File: config.mk
export PLATFORM = sky130hd
export DESIGN_NAME = vera_bus_sequencer
export DESIGN_NICKNAME = d
export VERILOG_FILES = /design/src/rtl/vera_bus_sequencer.sv
export SDC_FILE = /design/constraint.sdc
export NUM_CORES = 1
export LEC_CHECK = 0
export BUFFER_PORTS_ARGS = -buffer_cell sky130_fd_sc_hd__buf_2
export CAP_MARGIN = 20
export CORE_UTILIZATION = 48
export CTS_CLUSTER_DIAMETER = 50
export CTS_CLUSTER_SIZE = 16
export DETAILED_ROUTE_END_ITERATION = 6
export PLACE_DENSITY = 0.87
export SLEW_MARGIN = 30
export SYNTH_ARGS = -nofsm -noshare
export SYNTH_HDL_FRONTEND = slang
export SYNTH_SLANG_ARGS = --single-unit
File: constraint.sdc
create_clock -name clk -period 2.63 [get_ports clk]
set_input_delay 0.526 -clock clk [delete_from_list [all_inputs] [get_ports clk]]
set_output_delay 0.526 -clock clk [all_outputs]
set_load 0.02 [all_outputs]
File: src/rtl/vera_bus_sequencer.sv
// VERA external register bus master: replays a ROM init script after start,
// then serves single-register runtime reads/writes with timed cs/strobe phases.
module vera_bus_sequencer #(
  parameter int ROM_AW     = 6,
  parameter int SETUP_CYC  = 1,
  parameter int STROBE_CYC = 2,
  parameter int HOLD_CYC   = 1
) (
  input  logic              clk,
  input  logic              reset,
  input  logic              start,
  output logic              busy,
  output logic              init_done,
  output logic [ROM_AW-1:0] rom_addr,
  input  logic [13:0]       rom_data,
  input  logic              req_valid,
  output logic              req_ready,
  input  logic              req_we,
  input  logic [4:0]        req_addr,
  input  logic [7:0]        req_wdata,
  output logic              rd_valid,
  output logic [7:0]        rd_data,
  output logic              extbus_cs_n,
  output logic              extbus_rd_n,
  output logic              extbus_wr_n,
  output logic [4:0]        extbus_a,
  output logic [7:0]        extbus_dout,
  output logic              extbus_doe,
  input  logic [7:0]        extbus_din
);
  localparam int MAX_SH = (SETUP_CYC > HOLD_CYC) ? SETUP_CYC : HOLD_CYC;
  localparam int MAXC   = (STROBE_CYC > MAX_SH) ? STROBE_CYC : MAX_SH;
  localparam int CW     = (MAXC < 2) ? 1 : $clog2(MAXC);

  localparam logic [CW-1:0]     SET_LD  = CW'(SETUP_CYC - 1);
  localparam logic [CW-1:0]     STB_LD  = CW'(STROBE_CYC - 1);
  localparam logic [CW-1:0]     HLD_LD  = CW'(HOLD_CYC - 1);
  localparam logic [ROM_AW-1:0] ROM_TOP = '1;

  typedef enum logic [2:0] {
    S_IDLE,
    S_FETCH,
    S_SETUP,
    S_STROBE,
    S_HOLD
  } state_e;

  state_e            state_q, state_d;
  logic [CW-1:0]     cnt_q, cnt_d;
  logic              we_q, we_d;
  logic              last_q, last_d;
  logic              scr_q, scr_d;
  logic [4:0]        a_q, a_d;
  logic [7:0]        dout_q, dout_d;
  logic              doe_q, doe_d;
  logic              cs_n_q, cs_n_d;
  logic              rd_n_q, rd_n_d;
  logic              wr_n_q, wr_n_d;
  logic              busy_q, busy_d;
  logic              done_q, done_d;
  logic [ROM_AW-1:0] rom_addr_q, rom_addr_d;
  logic              rd_valid_q, rd_valid_d;
  logic [7:0]        rd_data_q, rd_data_d;

  always_comb begin
    state_d    = state_q;
    cnt_d      = cnt_q;
    we_d       = we_q;
    last_d     = last_q;
    scr_d      = scr_q;
    a_d        = a_q;
    dout_d     = dout_q;
    doe_d      = doe_q;
    cs_n_d     = cs_n_q;
    rd_n_d     = rd_n_q;
    wr_n_d     = wr_n_q;
    busy_d     = busy_q;
    done_d     = done_q;
    rom_addr_d = rom_addr_q;
    rd_valid_d = 1'b0;
    rd_data_d  = rd_data_q;
    unique case (state_q)
      S_IDLE: begin
        if (start) begin
          rom_addr_d = '0;
          busy_d     = 1'b1;
          done_d     = 1'b0;
          state_d    = S_FETCH;
        end else if (req_valid) begin
          we_d    = req_we;
          a_d     = req_addr;
          dout_d  = req_wdata;
          scr_d   = 1'b0;
          last_d  = 1'b0;
          doe_d   = req_we;
          cs_n_d  = 1'b0;
          cnt_d   = SET_LD;
          state_d = S_SETUP;
        end
      end
      S_FETCH: begin
        we_d    = 1'b1;
        a_d     = rom_data[12:8];
        dout_d  = rom_data[7:0];
        last_d  = rom_data[13];
        scr_d   = 1'b1;
        doe_d   = 1'b1;
        cs_n_d  = 1'b0;
        cnt_d   = SET_LD;
        state_d = S_SETUP;
      end
      S_SETUP: begin
        if (cnt_q == '0) begin
          rd_n_d  = we_q;
          wr_n_d  = ~we_q;
          cnt_d   = STB_LD;
          state_d = S_STROBE;
        end else begin
          cnt_d = cnt_q - 1'b1;
        end
      end
      S_STROBE: begin
        if (cnt_q == '0) begin
          rd_n_d  = 1'b1;
          wr_n_d  = 1'b1;
          cnt_d   = HLD_LD;
          state_d = S_HOLD;
          if (!we_q) rd_data_d = extbus_din;
        end else begin
          cnt_d = cnt_q - 1'b1;
        end
      end
      S_HOLD: begin
        if (cnt_q == '0) begin
          cs_n_d     = 1'b1;
          doe_d      = 1'b0;
          rd_valid_d = ~we_q;
          state_d    = S_IDLE;
          // the top ROM address always ends the script; no wrap to 0
          if (scr_q && !last_q && rom_addr_q != ROM_TOP) begin
            rom_addr_d = rom_addr_q + 1'b1;
            state_d    = S_FETCH;
          end else if (scr_q) begin
            busy_d = 1'b0;
            done_d = 1'b1;
          end
        end else begin
          cnt_d = cnt_q - 1'b1;
        end
      end
      default: state_d = S_IDLE;
    endcase
  end

  always_ff @(posedge clk or posedge reset) begin
    if (reset) begin
      state_q    <= S_IDLE;
      cnt_q      <= '0;
      we_q       <= 1'b0;
      last_q     <= 1'b0;
      scr_q      <= 1'b0;
      a_q        <= '0;
      dout_q     <= '0;
      doe_q      <= 1'b0;
      cs_n_q     <= 1'b1;
      rd_n_q     <= 1'b1;
      wr_n_q     <= 1'b1;
      busy_q     <= 1'b0;
      done_q     <= 1'b0;
      rom_addr_q <= '0;
      rd_valid_q <= 1'b0;
      rd_data_q  <= '0;
    end else begin
      state_q    <= state_d;
      cnt_q      <= cnt_d;
      we_q       <= we_d;
      last_q     <= last_d;
      scr_q      <= scr_d;
      a_q        <= a_d;
      dout_q     <= dout_d;
      doe_q      <= doe_d;
      cs_n_q     <= cs_n_d;
      rd_n_q     <= rd_n_d;
      wr_n_q     <= wr_n_d;
      busy_q     <= busy_d;
      done_q     <= done_d;
      rom_addr_q <= rom_addr_d;
      rd_valid_q <= rd_valid_d;
      rd_data_q  <= rd_data_d;
    end
  end

  assign req_ready   = (state_q == S_IDLE) & ~start;
  assign busy        = busy_q;
  assign init_done   = done_q;
  assign rom_addr    = rom_addr_q;
  assign rd_valid    = rd_valid_q;
  assign rd_data     = rd_data_q;
  assign extbus_cs_n = cs_n_q;
  assign extbus_rd_n = rd_n_q;
  assign extbus_wr_n = wr_n_q;
  assign extbus_a    = a_q;
  assign extbus_dout = dout_q;
  assign extbus_doe  = doe_q;

endmodule

==> out/metrics.yaml, run 1 <==
final_layout:
  diodes: 0
  final_nets: 289
  drive_gt1_share_pct: 43.37
  synthToLayoutAreaGrowth_pct: 27.42
  nFillCells: 330
  fin_util_pct: 64.31
  finalInstanceArea_um2: 2390
setup_path:
  path_depth: 4
  reg2reg_depth: 4
  setup.worst_path.start_class: "flip-flop"
  end_kind: "flip-flop"
  required_ns: 2.86
  critPathArrivalTime_ns: 2.18
  critPathMaxStageDelay_ns: 0.58
  path_delay_family: "simple AND/OR/NAND/NOR gates"
  slowest_stage: "dfrtp_1"
  crit_fanout: 12
  crit_chain: "or3b_4, or3_4, o31a_1, a31oi_2"
  crit_buf_inv: 0
  rrSetupSlack_ns: 0.67
  path_class: "flip-flop to flip-flop"
pwr:
  p_sw_uw: 1281
  ir_drop_mv: 0.6743
  p_comb_share_pct: 45.5
  p_sw_share_pct: 42.38
  p_per_area_nw_per_um2: 1265
  clkPwrFrac_pct: 14.8
  p_leak_uw: 0.001153
  sequentialPowerShare_pct: 39.7
  total_power_uw: 3023
  p_int_uw: 1742
sta:
  fmax_mhz: 510.8
  rsz0062_at_grt: "false"
  setup_tns_ns: 0
  relSlewSlack_pct: 57.81
  worst_pin_slew_ns: 0.6322
  finalCritPeriodShare_pct: 74.44
  fin_crit_ns: 1.958
  finalMaxSlewViolations: 0
  finalHoldViolCount: 0
  setup-violations-final: 0
  finClkSkew_ns: 0.01015
clock_network:
  clk_pin_slew_ns: 0.08
  clock_latency_ns: 0.30
  numCtsBuffers: 5
  cts_htree_levels: 2
  cts_hold_buf: 0
  cts_tree: "yes"
  clockRootBuffer: "clkbuf_8"
  ctsResizeCount: 0
  post-cts-setup-buffer-count: 0
  cts.sinks: 41
  cts_buffer_depth: 2
global_routing:
  grt.overflow.total: 0
  antenna_found_initial: 0
  grt_pass1_vias: 1485
  grt_pass1_wl_mm: 6.513
  grt_start_max_net_pins: 42
  grt_use_total_pct: 20.84
route:
  drt_iter0_drc: 57
  wl_per_cell_um: 13.35
  antenna_left: 0
  viasPerCell: 5.391
  drc: 0
  vias: 1601
  drt-pass1-iter-count: 4
  routed_wl_mm: 3.966
floorplan:
  core-area_um2: 3716
  dieHeight_um: 64.51
  die-area_um2: 4162
  die_x_um: 64.51
  num_io_pins: 75
  start_util_pct: 50.47
  rows: 22
synth:
  synth.ff_latch_count: 41
  ys_types: 41
  syn_inst: 172
  synth_nets: 213
  synth_edf_count: 0
  synth_area_leader_cell: "dfrtp_1"
  ys.flop_type: "dfrtp_1"
  yosysTopAreaCellShare_pct: 50.70
  synth_area_um2: 1876
  ys_seq_area_share_pct: 54.90
  syn_avg_cell_area_um2: 10.90
  ys_top_cells_by_area: "dfrtp_1, o2bb2ai_1, a21oi_1"
  async_flop_share_pct: 100.0
  ys_warn_count: 0
placement:
  placed_cell_area_um2: 2286
  gp_congestion: 0.8072
  dp_hpwl_mm: 2.854
  portBuffers: 74
flow_run:
  max_cap_violations: 0
min_path:
  min_path_type: "primary input to async pin"
outcome:
  outcome: "finished, final reports clean"
==> synthesized netlist by cell type (2+ instances only) <==
cell type and count:
nand2_1 5, and3_1 2, a21oi_1 20, nor2_1 23, mux2_2 8, nor3_1 5
nor3_2 3, inv_1 5, a31oi_1 4, o2bb2ai_1 13, mux2i_1 2, clkbuf_1 6
o21ai_0 3, o21a_1 3, nand2b_1 2, dfrtp_1 38, dfstp_2 3, a21o_1 2
a22o_1 2, buf_6 2
==> worst register-to-register path, stage by stage, from the launching register on <==
cell and delay, ns:
dfrtp_1 0.58, or3b_4 0.49, or3_4 0.37, o31a_1 0.30, a31oi_2 0.14
==> path summary, 6_finish.rpt <==
check,endpoint,startpoint
max,rom_addr[5],state_q[2]
min,rd_data[2],reset
max reg2reg,rom_addr[5],state_q[2]
min reg2reg,init_done,init_done
max in group asynchronous,extbus_wr_n,reset
min in group clk,last_q,rom_data[13]
==> cell families (layout without fill, tap and decap cells) <==
kind of cell | Yosys count | in the layout | synth area share [%]
simple gates | 49 | 49 | 13.48
fa+ha+maj | 1 | 1 | 0.6670
mux | 10 | 10 | 5.871
buf+inv | 15 | 92 | 3.869
compound gates | 56 | 56 | 21.21
flops | 41 | 41 | 54.90
==> per-layer routing <==
metal | vias to the layer above | track usage, % | wire, um
li1 | 772 | - | -
met1 | 766 | 26.44 | 1839
met2 | 53 | 32.24 | 1810
met3 | 10 | 4.577 | 210
met4 | 0 | 13.06 | 106
met5 | - | 0 | 0
==> power groups by stage <==
stage                     logic [uW]  registers, uW  clock network, uW
after global routing            1510           1240                476
after global placement          1350           1190                  0
after floorplan                  765           1400                  0
after CTS                       1390           1190                456
after detailed placement        1390           1190                  0
final                           1380           1200                447
==> area by class of cell <==
cell class	count	area [um^2]	share of cell area [%]
Clock buffer	7	96.34	4.031
Clock inverter	1	5.005	0.2094
Inverter	6	22.52	0.9424
Multi-Input combinational cell	116	775.7	32.46
Sequential cell	41	1030	43.09
Tap cell	48	60.06	2.513
Timing Repair Buffer	78	400.4	16.75
==> placed cells by master, fill, tap and decap left out, drive strengths merged, types with 2 or more instances in the layout <==
| cell | count |
|---|---|
| a21o | 2 |
| a21oi | 20 |
| a22o | 3 |
| a31oi | 5 |
| and3 | 2 |
| buf | 78 |
| clkbuf | 7 |
| clkinv | 2 |
| dfrtp | 38 |
| dfstp | 3 |
| inv | 5 |
| mux2 | 8 |
| mux2i | 2 |
| nand2 | 5 |
| nand2b | 2 |
| nor2 | 23 |
| nor3 | 8 |
| o21a | 3 |
| o21ai | 4 |
| o2bb2ai | 13 |
| or3 | 2 |
==> per-stage QoR <==
step           setup WS, ns  hold slack, ns  std cells
2_1_floorplan        0.8017          0.4845        172
3_3_place_gp         0.7078          0.4591        289
3_5_place_dp         0.6643          0.4609        289
4_1_cts              0.6343          0.3525        297
5_1_grt              0.5838          0.4068        297
6_report             0.6722          0.3292        297
==> state kept, by name, summed over array words and instances, names as in the netlist <==
name         flops
extbus_rd_n      1
extbus_dout      8
rd_data          8
extbus_a         5
extbus_wr_n      1
extbus_cs_n      1
we_q             1
state_q          3
last_q           1
init_done        1
rom_addr         6
cnt_q            1
scr_q            1
extbus_doe       1
rd_valid         1
busy             1
(Power assumes the default switching activity.)
==> run 2: changes to the inputs <==
ABC_AREA = 1   (was not set)
CORE_UTILIZATION = 49   (was 48)
PLACE_DENSITY = 0.88   (was 0.87)
clock period = 1.9 ns   (was 2.63 ns; I/O delays follow)
==> out/metrics.yaml, run 2 <==
setup_path:
  path_class: "flip-flop to primary output"
  critPathArrivalTime_ns: 1.38  # -0.80 ns
  reg2reg_from: "state_q[0]"
  crit_start: "state_q[0]"
  required_ns: 1.52  # -1.34 ns
  rrSetupSlack_ns: 0.29  # -0.38 ns
  end_kind: "primary output"
  reg2reg_depth: 8  # +4
  setup.worst_path.start_class: "flip-flop"
  r2r-end: "rom_addr[5]"
  crit_fanout: 20  # +8
sta:
  finalHoldWorstSlack_ns: 0.1978  # -0.1314 ns
  finalHoldViolCount: 0  # unchanged
  finalCritPeriodShare_pct: 92.70
  worst_pin_slew_ns: 0.5022  # -0.1300 ns
  fin_crit_ns: 1.761
  setup_tns_ns: 0  # unchanged
  finalMaxSlewViolations: 0  # unchanged
  rsz0062_at_grt: "false"
  fmax_mhz: 567.8
  relSlewSlack_pct: 66.52  # +8.7 points
  setup-violations-final: 0  # unchanged
  finClkSkew_ns: 0.01072  # +0.0005755 ns
route:
  wl_per_cell_um: 11.88  # -11%
  drt-met1-wl_mm: 1.956  # +6.4%
  routed.top_layer: "met4"
  drc: 0  # unchanged
  drt-pass1-iter-count: 4  # unchanged
  drt_iter0_drc: 100  # +75%
  antenna_left: 0  # unchanged
  wl_met3_um: 174  # -17%
  routed_wl_mm: 4.456  # +12%
  route.met2.wl_mm: 2.255  # +25%
  viasPerCell: 4.989  # -7.4%
  vias: 1871  # +17%
clock_network:
  post-cts-setup-buffer-count: 0  # unchanged
  clockRootBuffer: "clkbuf_8"
  numCtsBuffers: 5  # unchanged
  clk_pin_slew_ns: 0.08  # about the same
  cts_buffer_depth: 2  # unchanged
  cts_tree: "yes"
  cts.sinks: 41  # unchanged
  cts_htree_levels: 2  # unchanged
  clock_latency_ns: 0.29  # about the same
global_routing:
  grt_start_max_net_pins: 42  # unchanged
  grt_pass1_wl_mm: 7.424  # +14%
  grt_pass1_vias: 1715  # +15%
  antenna_found_initial: 0  # unchanged
  grt.overflow.total: 0  # unchanged
  grt_use_total_pct: 22.79  # +2.0 points
placement:
  portBuffers: 74  # unchanged
  place_inst: 367  # +27%
  dp_hpwl_mm: 3.304  # +16%
  placed_cell_area_um2: 2421  # +5.9%
  gp_congestion: 0.8513  # +5.5%
pwr:
  ir_drop_mv: 0.8861  # +31%
  p_leak_uw: 0.001405  # +22%
  p_per_area_nw_per_um2: 1660  # +31%
synth:
  ys.flop_type: "dfrtp_1"
  synth_area_um2: 2019  # +7.7%
  ys_seq_area_share_pct: 50.99  # -3.9 points
  async_flop_share_pct: 100.0  # unchanged
  ys_types: 26  # -37%
  synthTopCellsByCount: "nand2_1, dfrtp_1, o21ai_0"
  ys_warn_count: 0  # unchanged
  yosysMostFrequentCell: "nand2_1"
  syn_avg_cell_area_um2: 8.110  # -26%
  synth_nets: 290  # +36%
  synth_area_leader_cell: "dfrtp_1"
  ys_top_cells_by_area: "dfrtp_1, nand2_1, o21ai_0"
  synth_edf_count: 0  # unchanged
  syn_inst: 249  # +45%
  synth.ff_latch_count: 41  # unchanged
  yosysTopAreaCellShare_pct: 47.09  # -3.6 points
min_path:
  min_path_type: "primary input to async pin"
final_layout:
  final_cells: 375  # +26%
  drive_gt1_share_pct: 32.11  # -11 points
  diodes: 0  # unchanged
  fin_util_pct: 66.57  # +2.3 points
  mostFrequentLayoutCells: "buf_2, nand2_1, dfrtp_1, o21ai_0, inv_1"
  finalInstanceArea_um2: 2529  # +5.8%
  synthToLayoutAreaGrowth_pct: 25.22
  layout_commonest_cell: "buf_2"
  final_nets: 367  # +27%
floorplan:
  rows: 22  # unchanged
  start_util_pct: 53.16  # +2.7 points
  num_io_pins: 75  # unchanged
  dieHeight_um: 66.20  # +2.6%
  die_x_um: 66.20  # +2.6%
  die-area_um2: 4382  # +5.3%
  core-area_um2: 3799  # +2.2%
outcome:
  outcome: "finished, final reports clean"
flow_run:
  max_cap_violations: 0  # unchanged
run 2: changes by cell type in the layout (fill, tap and decap cells not counted), sizes merged, moves of 5 or more:
cell and delta:
a21oi -17, nand2 +69, o2bb2ai -13, mux2 -8, a31oi -5, o21ai +40
nor3 -8, nor2 +6, inv +27, nand3 +13
run 2: worst max-delay path, cell delays in order, from the launching register on:
cell and delay [ns]:
dfrtp_1 0.48, inv_4 0.22, nand3_2 0.13, inv_1 0.08, buf_2 0.16
run 2: metal layers:
metal  up-vias  global-route usage (%)
met5         -                       0
met4         0                   8.777
met3         8                   4.828
met2        46                   37.63
met1       873                   29.25
li1        944                       -
run 2: worst max path at each step:
stage	end	slack (ns)
2_1_floorplan	busy	0.42
3_3_place_gp	req_ready	0.39
3_5_place_dp	req_ready	0.35
4_1_cts	req_ready	0.03
5_1_grt	req_ready	0.02
6_report	req_ready	0.14
run 2: cells by family (layout without fill, tap and decap cells):
logic type | Yosys count | after routing | share of synthesized area [%]
AO/OA/AOI/OAI | 51 | 51 | 15.12
adder cells (fa/ha/maj) | 1 | 1 | 0.6195
buffers and inverters | 37 | 115 | 7.930
flip-flops | 41 | 41 | 50.99
AND/OR/NAND/NOR | 119 | 119 | 25.34
run 2: through the flow:
stage	total power (uW)	setup WS (ns)
4_1_cts	4218	0.03225
2_1_floorplan	3003	0.4183
6_report	4197	0.1388
3_3_place_gp	3503	0.3921
3_5_place_dp	3572	0.3511
5_1_grt	4528	0.02111
run 2: layout make-up:
type | count | area (um^2)
Clock buffer | 7 | 96.34
Tap cell | 48 | 60.06
Inverter | 31 | 118.9
Timing Repair Buffer | 76 | 385.4
Clock inverter | 1 | 8.758
Multi-Input combinational cell | 171 | 829.5
Sequential cell | 41 | 1030
Fill cell | 326 | 1270
run 2: report_power, final:
group / switching (uW) / internal [uW] / total, uW
Combinational: 1380 / 668 / 2050
Clock: 295 / 335 / 630
Sequential: 256 / 1260 / 1520
run 2: repair_timing:
item                                   in CTS  in global routing
resized for setup                           0                  2
hold buffers                                0                  0
endpoints found under the hold margin       0                  0
setup endpoints to repair                   0                  1
==> run 3: changes to the inputs <==
CORE_UTILIZATION = 53   (was 49)
PLACE_DENSITY = 0.93   (was 0.88)
clock period = 2.25 ns   (was 1.9 ns; I/O delays follow)
==> out/metrics.yaml, run 3 (synthesis gave the netlist of run 2 again) <==
sta:
  finClkSkew_ns: 0.007523  # -0.003198 ns
  worst_pin_slew_ns: 0.5081  # +0.005869 ns
  fin_crit_ns: 1.964
  relSlewSlack_pct: 66.13  # -0.39 points
  rsz0062_at_grt: "false"
  setup_tns_ns: 0  # unchanged
  finalMaxSlewViolations: 0  # unchanged
  finalHoldViolCount: 0  # unchanged
  fmax_mhz: 509.3
  finalHoldWorstSlack_ns: 0.2512  # +0.05340 ns
  setup-violations-final: 0  # unchanged
  finalCritPeriodShare_pct: 87.27
outcome:
  outcome: "finished, final reports clean"
placement:
  place_inst: 366  # -0.27%
  dp_hpwl_mm: 3.187  # -3.5%
  gp_congestion: 0.8489  # -0.28%
  portBuffers: 74  # unchanged
floorplan:
  dieHeight_um: 63.73  # -3.7%
  core-area_um2: 3661  # -3.6%
  die-area_um2: 4061  # -7.3%
  rows: 22  # unchanged
  num_io_pins: 75  # unchanged
  die_x_um: 63.73  # -3.7%
  start_util_pct: 55.16  # +2.0 points
clock_network:
  cts_htree_levels: 2  # unchanged
  numCtsBuffers: 5  # unchanged
  clock_latency_ns: 0.30  # about the same
  clockRootBuffer: "clkbuf_8"
  cts_buffer_depth: 2  # unchanged
  clk_pin_slew_ns: 0.08  # about the same
  cts_hold_buf: 0  # unchanged
  post-cts-setup-buffer-count: 0  # unchanged
  cts_tree: "yes"
  ctsResizeCount: 0  # unchanged
  cts.sinks: 41  # unchanged
setup_path:
  crit_chain: "inv_2, nand3_2, inv_1, buf_2"
  path_delay_family: "buffers and inverters"
  slowest_stage: "dfrtp_1"
  critPathArrivalTime_ns: 1.51  # +0.13 ns
  path_class: "flip-flop to primary output"
  required_ns: 1.80  # +0.28 ns
  crit_fanout: 20  # unchanged
  critPathMaxStageDelay_ns: 0.47  # about the same
  crit_buf_inv: 3  # unchanged
  setup.worst_path.start_class: "flip-flop"
  end_kind: "primary output"
pwr:
  sequentialPowerShare_pct: 37.1  # +0.9 points
  p_sw_share_pct: 47.18  # +1.2 points
  p_leak_uw: 0.001388  # -1.2%
  p_sw_uw: 1635  # -15%
  clkPwrFrac_pct: 13.5  # -1.5 points
  p_int_uw: 1830  # -19%
  ir_drop_mv: 0.8032  # -9.4%
  p_comb_share_pct: 49.4  # +0.6 points
  p_per_area_nw_per_um2: 1386  # -17%
final_layout:
  mostFrequentLayoutCells: "buf_2, nand2_1, dfrtp_1, o21ai_0, inv_1"
  layout_commonest_cell: "buf_2"
  final_cells: 374  # -0.27%
  final_nets: 366  # -0.27%
  drive_gt1_share_pct: 31.90  # -0.21 points
  synthToLayoutAreaGrowth_pct: 23.79
  diodes: 0  # unchanged
global_routing:
  grt_use_total_pct: 25.25  # +2.5 points
  antenna_found_initial: 0  # unchanged
  grt_start_max_net_pins: 42  # unchanged
  grt_pass1_wl_mm: 7.783  # +4.8%
  grt.overflow.total: 0  # unchanged
  grt_pass1_vias: 1832  # +6.8%
route:
  drt-pass1-iter-count: 4  # unchanged
  viasPerCell: 5.110  # +2.4%
  drc: 0  # unchanged
  vias: 1911  # +2.1%
  drt_iter0_drc: 106  # +6.0%
  routed_wl_mm: 4.496  # +0.90%
  wl_per_cell_um: 12.02  # +1.2%
  antenna_left: 0  # unchanged
min_path:
  min_path_type: "primary input to async pin"
flow_run:
  max_cap_violations: 0  # unchanged
[run 3: changes by cell type in the layout (fill, tap and decap cells not counted), sizes merged]
cell      previous run  this run
inv                 32        31
buf                 76        75
clkinv               0         2
clkbuf               7         5
clkinvlp             0         1
[run 3: area by class of cell]
type	instances	area [um^2]
Sequential cell	41	1030
Clock inverter	3	17.52
Tap cell	48	60.06
Fill cell	311	1161
Timing Repair Buffer	75	377.9
Inverter	31	116.4
Clock buffer	5	68.82
Multi-Input combinational cell	171	829.5
[run 3: final timing paths]
| path | from | to | slack [ns] | cells after the start |
|---|---|---|---|---|
| max | state_q[0] | req_ready | 0.29 | 4 |
| min | reset | rom_addr[4] | 0.25 | 3 |
| max reg2reg | state_q[0] | extbus_dout[4] | 0.47 | 5 |
| min reg2reg | we_q | rd_valid | 0.46 | 1 |
| max in group asynchronous | reset | extbus_cs_n | 1.61 | 3 |
| min in group clk | rom_data[13] | last_q | 0.38 | 3 |
[run 3: worst min-delay path, cell delays in order]
cell and delay, ns:
buf_2 0.09, inv_1 0.04, buf_4 0.41
[run 3: per-stage QoR]
| step | cell area (um^2) | setup WS, ns | utilization, % | total power (uW) |
|---|---|---|---|---|
| after floorplan | 2019 | 0.7683 | - | 2536 |
| after global placement | 2414 | 0.5896 | 65.93 | 2934 |
| after detailed placement | 2414 | 0.5190 | 65.93 | 2996 |
| after CTS | 2500 | 0.2994 | 68.28 | 3478 |
| after global routing | 2500 | 0.1856 | 68.28 | 3768 |
| final | 2500 | 0.2865 | 68.28 | 3464 |
[run 3: power groups by stage]
stage          sequential, uW  combinational [uW]  clock [uW]
2_1_floorplan            1580                 961           0
3_3_place_gp             1280                1650           0
3_5_place_dp             1290                1710           0
4_1_cts                  1280                1720         481
5_1_grt                  1320                1930         522
6_report                 1280                1710         468
[run 3: layer usage]
layer  track usage, %  vias up  wire length (um)
li1                 -      937                 -
met1            29.67      901              1874
met2            42.69       65              2307
met3            5.254        8               217
met4            13.92        0                96
met5                0        -                 0
